==> src/rtl/memory_dispatch_queue_pkg.sv <==
// Shared types and lane field layout for the memory dispatch queue.
// A lane is {op[14:0], addr, stridex, stridey}; lane 0 sits in the MSBs of a bundle.
package cherry_pkg;

  localparam int DEF_MAB = 15;
  localparam int OP_W    = 15;

  function automatic int lane_w(input int mab);
    return OP_W + 3 * mab;
  endfunction

  localparam int LANE_W      = lane_w(DEF_MAB);
  localparam int STRIDEY_LSB = 0;
  localparam int STRIDEX_LSB = DEF_MAB;
  localparam int ADDR_LSB    = 2 * DEF_MAB;
  localparam int OP_LSB      = 3 * DEF_MAB;

  typedef enum logic {
    IDLE  = 1'b0,
    ISSUE = 1'b1
  } dispatch_state_t;

endpackage

==> src/rtl/memory_dispatch_queue_if.sv <==
// Push side (from control_unit) and per-lane issue side (to the load/store units).
interface memory_dispatch_queue_if #(
  parameter int MEMORY_ADDRESS_BITS   = 15,
  parameter int SUPERSCALAR_LOG_WIDTH = 2,
  parameter int QUEUE_LOG_DEPTH       = 2
);
  import cherry_pkg::*;

  localparam int SW = 1 << SUPERSCALAR_LOG_WIDTH;
  localparam int BW = lane_w(MEMORY_ADDRESS_BITS) * SW;

  logic                             flush;
  logic                             in_we;
  logic [BW-1:0]                    in_bundle;
  logic [SUPERSCALAR_LOG_WIDTH-1:0] in_copy_count;
  logic                             full;
  logic                             empty;
  logic [QUEUE_LOG_DEPTH:0]         occupancy;
  logic [SW-1:0]                    lane_valid;
  logic [BW-1:0]                    lane_data;
  logic [SW-1:0]                    lane_ready;
  logic                             overflow_error;

  modport master (
    output flush, in_we, in_bundle, in_copy_count, lane_ready,
    input  full, empty, occupancy, lane_valid, lane_data, overflow_error
  );

  modport slave (
    input  flush, in_we, in_bundle, in_copy_count, lane_ready,
    output full, empty, occupancy, lane_valid, lane_data, overflow_error
  );

endinterface

==> src/rtl/memory_dispatch_queue_bundle_fifo.sv <==
// Bundle storage ring: pointers, occupancy count, full/empty.
// Storage is reset too so the head reads as zero out of reset.
module bundle_fifo #(
  parameter int DATA_W    = 62,
  parameter int LOG_DEPTH = 2
) (
  input  logic                 clk,
  input  logic                 reset,
  input  logic                 flush,
  input  logic                 push,
  input  logic                 pop,
  input  logic [DATA_W-1:0]    wr_data,
  output logic [DATA_W-1:0]    rd_data,
  output logic                 full,
  output logic                 empty,
  output logic [LOG_DEPTH:0]   count
);
  localparam int DEPTH = 1 << LOG_DEPTH;

  logic [DEPTH-1:0][DATA_W-1:0] mem;
  logic [LOG_DEPTH-1:0]         wr_ptr, rd_ptr;
  logic                         do_push, do_pop;

  assign full    = (count == (LOG_DEPTH+1)'(DEPTH));
  assign empty   = (count == '0);
  assign do_push = push && !full;
  assign do_pop  = pop && !empty;
  assign rd_data = mem[rd_ptr];

  always_ff @(posedge clk or negedge reset) begin
    if (!reset) begin
      mem    <= '0;
      wr_ptr <= '0;
      rd_ptr <= '0;
      count  <= '0;
    end else if (flush) begin
      wr_ptr <= '0;
      rd_ptr <= '0;
      count  <= '0;
    end else begin
      if (do_push) begin
        mem[wr_ptr] <= wr_data;
        wr_ptr      <= wr_ptr + 1'b1;
      end
      if (do_pop) rd_ptr <= rd_ptr + 1'b1;
      case ({do_push, do_pop})
        2'b10:   count <= count + 1'b1;
        2'b01:   count <= count - 1'b1;
        default: count <= count;
      endcase
    end
  end

endmodule

==> src/rtl/memory_dispatch_queue.sv <==
// Buffers memory-instruction bundles and issues each active lane with its own valid/ready;
// a bundle retires once every active lane has handshaken.
module memory_dispatch_queue
  import cherry_pkg::*;
#(
  parameter int MEMORY_ADDRESS_BITS   = 15,
  parameter int SUPERSCALAR_LOG_WIDTH = 2,
  parameter int QUEUE_LOG_DEPTH       = 2
) (
  input  logic                     clk,
  input  logic                     reset,
  memory_dispatch_queue_if.slave   q
);
  localparam int SLW = SUPERSCALAR_LOG_WIDTH;
  localparam int SW  = 1 << SLW;
  localparam int BW  = lane_w(MEMORY_ADDRESS_BITS) * SW;
  localparam int EW  = BW + SLW;

  dispatch_state_t          state, state_nxt;
  logic [SW-1:0]            done_mask, active, hs, lane_valid;
  logic [EW-1:0]            head;
  logic [SLW-1:0]           head_cc;
  logic [QUEUE_LOG_DEPTH:0] count;
  logic                     push, pop, fifo_full, fifo_empty, overflow;

  // A pop never frees a slot for a same-cycle push: push sees the registered full.
  assign push    = q.in_we && !fifo_full && !q.flush;
  assign head_cc = head[SLW-1:0];

  // lane_valid depends on registers only; lane_ready only feeds handshake/pop.
  for (genvar i = 0; i < SW; i++) begin : g_lane
    assign active[i]     = (SLW'(i) <= head_cc);
    assign lane_valid[i] = (state == ISSUE) && active[i] && !done_mask[i];
    assign hs[i]         = lane_valid[i] && q.lane_ready[i];
  end

  assign pop = (state == ISSUE) && !q.flush && (((done_mask | hs) & active) == active);

  bundle_fifo #(
    .DATA_W    (EW),
    .LOG_DEPTH (QUEUE_LOG_DEPTH)
  ) u_fifo (
    .clk     (clk),
    .reset   (reset),
    .flush   (q.flush),
    .push    (push),
    .pop     (pop),
    .wr_data ({q.in_bundle, q.in_copy_count}),
    .rd_data (head),
    .full    (fifo_full),
    .empty   (fifo_empty),
    .count   (count)
  );

  always_ff @(posedge clk or negedge reset) begin
    if (!reset) begin
      state     <= IDLE;
      done_mask <= '0;
      overflow  <= 1'b0;
    end else begin
      state <= state_nxt;
      if (q.flush || pop) done_mask <= '0;
      else                done_mask <= done_mask | hs;
      if (q.in_we && fifo_full && !q.flush) overflow <= 1'b1;
    end
  end

  always_comb begin
    state_nxt = state;
    case (state)
      IDLE:    if (push) state_nxt = ISSUE;
      ISSUE: begin
        if (q.flush) state_nxt = IDLE;
        else if (pop && count == (QUEUE_LOG_DEPTH+1)'(1) && !push) state_nxt = IDLE;
      end
      default: state_nxt = IDLE;
    endcase
  end

  assign q.lane_valid     = lane_valid;
  assign q.lane_data      = head[EW-1:SLW];
  assign q.full           = fifo_full;
  assign q.empty          = fifo_empty;
  assign q.occupancy      = count;
  assign q.overflow_error = overflow;

endmodule

==> src/flat_wrapper.sv <==
// flat-port wrapper written by rule: the top's interface ports become plain ports
module memory_dispatch_queue_flat import cherry_pkg::*;
#(
  parameter int MEMORY_ADDRESS_BITS   = 15,
  parameter int SUPERSCALAR_LOG_WIDTH = 2,
  parameter int QUEUE_LOG_DEPTH       = 2
)
  (clk, reset, q_flush, q_in_we, q_in_bundle, q_in_copy_count, q_lane_ready, q_full, q_empty, q_occupancy, q_lane_valid, q_lane_data, q_overflow_error);
  memory_dispatch_queue_if #(.MEMORY_ADDRESS_BITS(MEMORY_ADDRESS_BITS), .SUPERSCALAR_LOG_WIDTH(SUPERSCALAR_LOG_WIDTH), .QUEUE_LOG_DEPTH(QUEUE_LOG_DEPTH)) q_i ();
  input  logic clk;
  input  logic reset;
  input wire logic [$bits(q_i.flush)-1:0] q_flush;
  input wire logic [$bits(q_i.in_we)-1:0] q_in_we;
  input wire logic [$bits(q_i.in_bundle)-1:0] q_in_bundle;
  input wire logic [$bits(q_i.in_copy_count)-1:0] q_in_copy_count;
  input wire logic [$bits(q_i.lane_ready)-1:0] q_lane_ready;
  output wire logic [$bits(q_i.full)-1:0] q_full;
  output wire logic [$bits(q_i.empty)-1:0] q_empty;
  output wire logic [$bits(q_i.occupancy)-1:0] q_occupancy;
  output wire logic [$bits(q_i.lane_valid)-1:0] q_lane_valid;
  output wire logic [$bits(q_i.lane_data)-1:0] q_lane_data;
  output wire logic [$bits(q_i.overflow_error)-1:0] q_overflow_error;
  assign q_i.flush = q_flush;
  assign q_i.in_we = q_in_we;
  assign q_i.in_bundle = q_in_bundle;
  assign q_i.in_copy_count = q_in_copy_count;
  assign q_i.lane_ready = q_lane_ready;
  assign q_full = q_i.full;
  assign q_empty = q_i.empty;
  assign q_occupancy = q_i.occupancy;
  assign q_lane_valid = q_i.lane_valid;
  assign q_lane_data = q_i.lane_data;
  assign q_overflow_error = q_i.overflow_error;
  memory_dispatch_queue #(.MEMORY_ADDRESS_BITS(MEMORY_ADDRESS_BITS), .SUPERSCALAR_LOG_WIDTH(SUPERSCALAR_LOG_WIDTH), .QUEUE_LOG_DEPTH(QUEUE_LOG_DEPTH)) u_core (.clk(clk), .reset(reset), .q(q_i));
endmodule
==> config.mk <==
export PLATFORM = sky130hd
export DESIGN_NAME = memory_dispatch_queue_flat
export DESIGN_NICKNAME = d
export VERILOG_FILES = /design/src/rtl/memory_dispatch_queue_pkg.sv /design/src/rtl/memory_dispatch_queue_if.sv /design/src/rtl/memory_dispatch_queue_bundle_fifo.sv /design/src/rtl/memory_dispatch_queue.sv /design/src/flat_wrapper.sv
export SDC_FILE = /design/constraint.sdc
export NUM_CORES = 1
export LEC_CHECK = 0
export CORE_UTILIZATION = 57
export CTS_CLUSTER_SIZE = 16
export DETAILED_ROUTE_END_ITERATION = 7
export PLACE_DENSITY_LB_ADDON = 0.3
export SLEW_MARGIN = 25
export SYNTH_ARGS = -nofsm -noshare
export SYNTH_HDL_FRONTEND = slang
export SYNTH_HIERARCHICAL = 1
export SYNTH_SLANG_ARGS = --single-unit
==> constraint.sdc <==
create_clock -name clk -period 5.2 [get_ports clk]
set_clock_uncertainty 0.1 [all_clocks]
set_input_delay 1.3 -clock clk [delete_from_list [all_inputs] [get_ports clk]]
set_output_delay 1.3 -clock clk [all_outputs]
set_load 0.02 [all_outputs]
* Word-level counts from Yosys, hierarchy flattened *
Index checks and enable logic that the tools add are counted.

cells by class
  add/subtract/negate cells = 4
  $lt $le $gt $ge = 7
  equal/unequal tests = 5
  multiplexer cells = 16
  bitwise operators = 4
  reductions and logical operators = 37

operator list
  cell                                                                             number
  968-bit bitwise mux                                                              1
  242-bit binary-select mux with 2-bit select                                      1
  242-bit demux with 2-bit select                                                  1
  242-bit 2-to-1 mux                                                               2
  1-bit logical AND                                                                23
  1-bit zero test                                                                  8
  2-bit 2-to-1 mux                                                                 4
  2-bit by 3-bit < comparator with 1-bit output, second input constant             2
  3-bit case mux with 2 select lines                                               1
  2-bit by 1-bit adder with 2-bit output, second input constant                    2
  4-bit bitwise AND                                                                1
  4-bit equality test                                                              1
  1-bit by 2-bit less-or-equal comparator with 1-bit output, first input constant  2
  2-bit less-or-equal comparator, first input constant                             2
  4-bit 2-to-1 mux                                                                 1
  4-bit OR                                                                         1
  2-bit nonzero test                                                               2
  3-bit by 1-bit adder with 3-bit output, second input constant                    1
  3-bit by 1-bit equality test with 1-bit output, second input constant            1
  3-bit equality test, second input constant                                       1
  3-bit zero test                                                                  1
  1-bit 2-to-1 mux                                                                 3
  3-bit 2-to-1 mux                                                                 1
  3-bit nonzero test                                                               1
  8 further kinds                                                                  9

storage, ports and cells
  flip-flop bits (word level) = 981
  output and inout bits = 250
  word-level logic and storage cells = 83

* Logic depth before layout (Yosys ltp) *
  depth after elaboration = 15
  mapped depth = 13
  mapped depth without buffers = 10

* Cells and area by module *
Netlist, hierarchy kept.

by module, submodules not included
  module                 instances  cells each  area an instance (um^2)  sequential area each (um^2)
  bundle_fifo            1          2400        44986.9                  24398.4
  memory_dispatch_queue  1          37          374.1                    150.1

* Worst setup path after synthesis *
Ideal clock, no wire load.

  path type = reg-to-reg
  start point = register u_core.u_fifo.rd_ptr[0]
  end point = register u_core.u_fifo.count[1]
  setup time = 0.137 ns
  arrival time = 3.531 ns
  data required time = 4.963 ns
  setup slack = 1.432 ns
  stages on the path, launching flop included = 13
  cell sequence = dfrtp_1 clkbuf_1 buf_2 mux4_2 o21ba_1 a2111oi_4 and2_1 clkbuf_1 nand2b_1 nor2b_1 fa_1 a41oi_1 nor3_1

on the way
  cells in the longest elaborated chain, start to end = 14
  elaborated cells between the ends (all ways) = 28

ends and longest elaborated chain
  element                                                                                                             RTL line                                 text
  start, declared                                                                                                     memory_dispatch_queue_bundle_fifo.sv:21  logic [LOG_DEPTH-1:0] wr_ptr, rd_ptr;
  start signal, assigned                                                                                              memory_dispatch_queue_bundle_fifo.sv:45  if (do_pop) rd_ptr <= rd_ptr + 1'b1;
  242-bit binary-select mux with 2-bit select (*)                                                                     memory_dispatch_queue_bundle_fifo.sv:28  assign rd_data = mem[rd_ptr];
  242-bit 2-to-1 mux (implied by the code) (*)                                                                        memory_dispatch_queue_bundle_fifo.sv:28
  named net u_core.head[1]                                                                                            memory_dispatch_queue.sv:21              logic [EW-1:0] head;
  1-bit by 2-bit less-or-equal comparator with 1-bit output / 2-bit less-or-equal comparator (equally long branches)  memory_dispatch_queue.sv:32              assign active[i] = (SLW'(i) <= head_cc);
  1-bit logical AND (2 in series)                                                                                     memory_dispatch_queue.sv:33              assign lane_valid[i] = (state == ISSUE) && active[i] && !done_mask[i];
  1-bit logical AND                                                                                                   memory_dispatch_queue.sv:34              assign hs[i] = lane_valid[i] && q.lane_ready[i];
  4-bit OR                                                                                                            memory_dispatch_queue.sv:37              assign pop = (state == ISSUE) && !q.flush && (((done_mask | hs) & active) == active);
  4-bit bitwise AND                                                                                                   memory_dispatch_queue.sv:37
  4-bit equality test (*)                                                                                             memory_dispatch_queue.sv:37
  1-bit logical AND (*)                                                                                               memory_dispatch_queue.sv:37
  named net u_core.pop                                                                                                memory_dispatch_queue.sv:24              logic push, pop, fifo_full, fifo_empty, overflow;
  1-bit logical AND (*)                                                                                               memory_dispatch_queue_bundle_fifo.sv:27  assign do_pop = pop && !empty;
  2-bit by 1-bit equality test with 1-bit output / 2-bit equality test (equally long branches)                        memory_dispatch_queue_bundle_fifo.sv:46  case ({do_push, do_pop})
  3-bit case mux with 2 select lines                                                                                  memory_dispatch_queue_bundle_fifo.sv:46
  3-bit 2-to-1 mux                                                                                                    memory_dispatch_queue_bundle_fifo.sv:36  end else if (flush) begin
  end signal, assigned                                                                                                memory_dispatch_queue_bundle_fifo.sv:47  2'b10: count <= count + 1'b1;
  end signal, assigned                                                                                                memory_dispatch_queue_bundle_fifo.sv:48  2'b01: count <= count - 1'b1;
  end signal, assigned                                                                                                memory_dispatch_queue_bundle_fifo.sv:49  default: count <= count;
  end, declared                                                                                                       memory_dispatch_queue_bundle_fifo.sv:16  output logic [LOG_DEPTH:0] count

Mark *: on every way through the listed nets, which the timed path passes. The rest lies on a longest branch. The select of a mux whose other input is x is not followed.
A chain may end at the register's enable or synchronous reset.

* Final worst setup path *
  start point = register u_core.u_fifo.rd_ptr[1]
  end point = output q_lane_valid[3]

on the way
  cells in the longest elaborated chain, start to end = 5

ends and longest elaborated chain
  element                                      RTL line                                 text
  242-bit binary-select mux with 2-bit select  memory_dispatch_queue_bundle_fifo.sv:28
  242-bit 2-to-1 mux (implied by the code)     memory_dispatch_queue_bundle_fifo.sv:28
  named net u_core.head[1]                     memory_dispatch_queue.sv:21
  2-bit less-or-equal comparator               memory_dispatch_queue.sv:32
  1-bit logical AND (2 in series)              memory_dispatch_queue.sv:33
  end, declared                                flat_wrapper.sv:20                       output wire logic [$bits(q_i.lane_valid)-1:0] q_lane_valid;

The timed path passes the listed nets, and every way through them passes these cells. The select of a mux whose other input is x is not followed.

==> results.md <==
* WL final at 103000 µm
* Ys Warns at 6
* Routability cong. at 0.797
* Largest net degree at the start of global routing at 129
* Setup ws final at 406 ps
* Slowest stage delay, CP at 830 ps
* Critical Path Sink Type: primary output
* Post-CTS setup buffers at 0
* Max Fclk at 209 MHz
* Final design utilization at 69.4%
* Peak VDD IR at 0.362 mV
* # nets final at 3195
* Worst path slowest cell: dfrtp_4
* Setup violators final at 0
* Initial antenna violation count at 23
* Crit path max fanout at 34
* WP data required at 3800 ps
* Die Area at 80700 µm²
* DRC at 0
* Syn Area/Cell at 18.6 µm²
* Initial DRC Count at 1364
* Arr. time, crit path at 3390 ps
* Min cycle time layout at 4790 ps
* First-pass GRT wire length at 164000 µm
* Synthesized area at 45400 µm²
* Outcome: complete, no violations
* Io pins at 500
* Drt pass-1 iters at 5
* Critical path class: register to primary output
* Sink Count at 981
* Die width at 284 µm
* Setup TNS at 0 ps
* Share of layout cells above drive strength 1 at 46.9%
* Core area at 78900 µm²
* Synth Instances at 2437
* Leakage at 26.2 nW
* Hold slack final at 390 ps
* CTS tree: done
* CTS Hold Bufs at 0
* Netlist cell types at 42
* Number of global-route vias before repair at 27500
* IO buf count at 499
* Worst-Margin Slew at 901 ps
* Clk Latency, worst-skew pair at 660 ps
* CP bufs+invs at 1
* Slew headroom at 39.9%
* Syn_nets at 2692
* Resized Gates After CTS at 0
* Die Y at 284 µm
* Synthesis-to-layout area growth at 20.7%
* Max-Cap Viols at 0
* Detail Route Antenna Nets at 0
* Number of synthesized register bits at 981
* Crit share post-route at 92.2%
* Pwr Density at 406 nW/µm²
* Seq/Total Area, Yosys at 54.1%
* Vias per cell at 5.84
* CTS Buf Count at 102
* Fin. Hold Viols at 0
* Detailed Place HPWL at 65400 µm
* Avg WL per Cell at 25.2 µm
* Total grt overflow at 0
* CTS root buf: clkbuf_16
* Finished Layout Cells at 4085
* Clk slew on worst S/H paths at 60 ps
* RSZ-0062 raised after global routing: no
* Type of origin of the critical path: register
* Total GRT Usage at 26.0%
* Crit-path cells: mux4_2 -> nand2_1 -> nor3b_1 -> clkdlybuf4s50_1
* Slew Viols, Final at 0
* CP top delay family: flip-flops
* Placed cell count at 3886
* Worst hold path type: register to register
* Clk buf depth at 3
* H-tree depth at 3
* Vias at 23900
* Post-Place Worst Slack at 572 ps
* Initial core utilization at 57.5%
* Cell row count at 103
## path summary, 6_finish.rpt
| path | end | depth (start not counted) | slack, ps | startpoint |
|---|---|---|---|---|
| worst max-delay path | q_lane_valid[3] | 4 | 410 | u_core/u_fifo/rd_ptr[1] |
| worst min-delay path | u_core/u_fifo/mem[928] | 1 | 390 | u_core/u_fifo/mem[928] |
| worst max register to register | u_core/u_fifo/count[1] | 9 | 1250 | u_core/u_fifo/rd_ptr[0] |
| worst min register to register | u_core/u_fifo/mem[928] | 1 | 390 | u_core/u_fifo/mem[928] |
| max in group asynchronous | u_core/u_fifo/mem[319] | 2 | 3140 | reset |
| min in group asynchronous | u_core/u_fifo/mem[677] | 1 | 640 | reset |
## through the flow
step | power [mW] | area [µm²]
2_1_floorplan | 12.8 | 45400
3_3_place_gp | 14.6 | 51300
3_5_place_dp | 14.9 | 51300
4_1_cts | 22.4 | 54700
5_1_grt | 23.1 | 54800
6_report | 22.2 | 54800
## report_power, final
group	switching [mW]	internal, mW	leakage [nW]
combinational	1.92	3.09	11.8
clock	3.02	4.39	1.70
sequential	0.778	9.01	12.7
## cells by family after synthesis
kind of cell | synth area share (%)
buf+inv | 2.84
xor+xnor | 0.0772
simple gates | 0.651
flops | 54.1
fa+ha+maj | 0.154
mux | 41.8
compound gates | 0.394
## synthesized netlist by cell type
library cell	instances	area, µm²
ha_1	4	50.1
mux4_2	242	5450
o221ai_1	1	8.76
nand2_1	6	22.5
a41oi_1	2	17.5
buf_1	12	45.0
inv_1	3	11.3
a211oi_1	4	30.0
nand2_4	4	45.0
mux2_1	32	360
dfrtp_1	981	24500
o21ai_0	5	25.0
buf_2	50	250
nor3b_1	2	15.0
nor3b_4	1	18.8
xor2_1	2	17.5
mux2i_1	1	10.0
o211a_1	1	10.0
buf_6	80	901
nor4b_1	1	8.76
nand2b_1	4	25.0
or3b_2	1	8.76
nor3_1	2	10.0
nor2_1	11	41.3
a31o_1	1	8.76
xnor2_1	2	17.5
a31oi_1	3	18.8
nor3b_2	2	25.0
nor2b_1	4	25.0
o21bai_1	1	7.51
and2_1	2	12.5
or3_1	1	6.26
clkbuf_1	22	82.6
a2111oi_4	1	27.5
nand3_1	3	15.0
o21ba_1	1	10.0
fa_1	1	20.0
mux2_2	248	2790
mux2_4	688	10300
nand3b_1	1	7.51
a21oi_1	3	15.0
nand4b_1	1	8.76
## state kept, by name, indices dropped and copies added (netlist names)
signal                   flops
u_core/u_fifo/count          3
u_core/u_fifo/rd_ptr         2
u_core/done_mask             4
u_core/state                 1
u_core/u_fifo/wr_ptr         2
u_core/q.overflow_error      1
u_core/u_fifo/mem          968
## worst register-to-register path, delay by kind of cell (launching register included)
family,cells,cell delay (ps)
compound gates,3,960
mux,1,690
simple gates,4,910
flops,1,730
fa+ha+maj,1,450
## placed cells by master (no fill, tap or decap), drive strengths merged, types with 2 or more instances in the layout
master	count
buf	65
mux4	242
a41oi	2
diode	16
a21oi	3
o21ai	5
xor2	2
nand2	10
a31oi	3
clkinv	22
inv	5
bufinv	8
clkdlybuf4s50	498
nor3	2
and2	2
mux2	968
clkbuf	149
ha	4
a211oi	4
clkinvlp	2
nor2	11
nand3	3
nand2b	4
nor2b	4
xnor2	2
nor3b	5
dfrtp	981
## area by class of cell
cell class                      instances  area (µm²)
Sequential cell                       981       24600
Fill cell                            5025       24100
Timing Repair Buffer                  563        5830
Tap cell                             1050        1310
Antenna cell                           16        40.0
Clock inverter                         34         459
Multi-Input combinational cell       1289       19600
Clock buffer                          149        2990
Inverter                                3        11.3
## layer usage
layer / track usage [%] / routed length (µm) / vias up
li1: - / - / 10100
met1: 34.6 / 43000 / 13000
met2: 42.2 / 51300 / 533
met3: 5.47 / 5130 / 185
met4: 9.83 / 3320 / 16
met5: 0 / 102 / -
(Power assumes the default switching activity.)
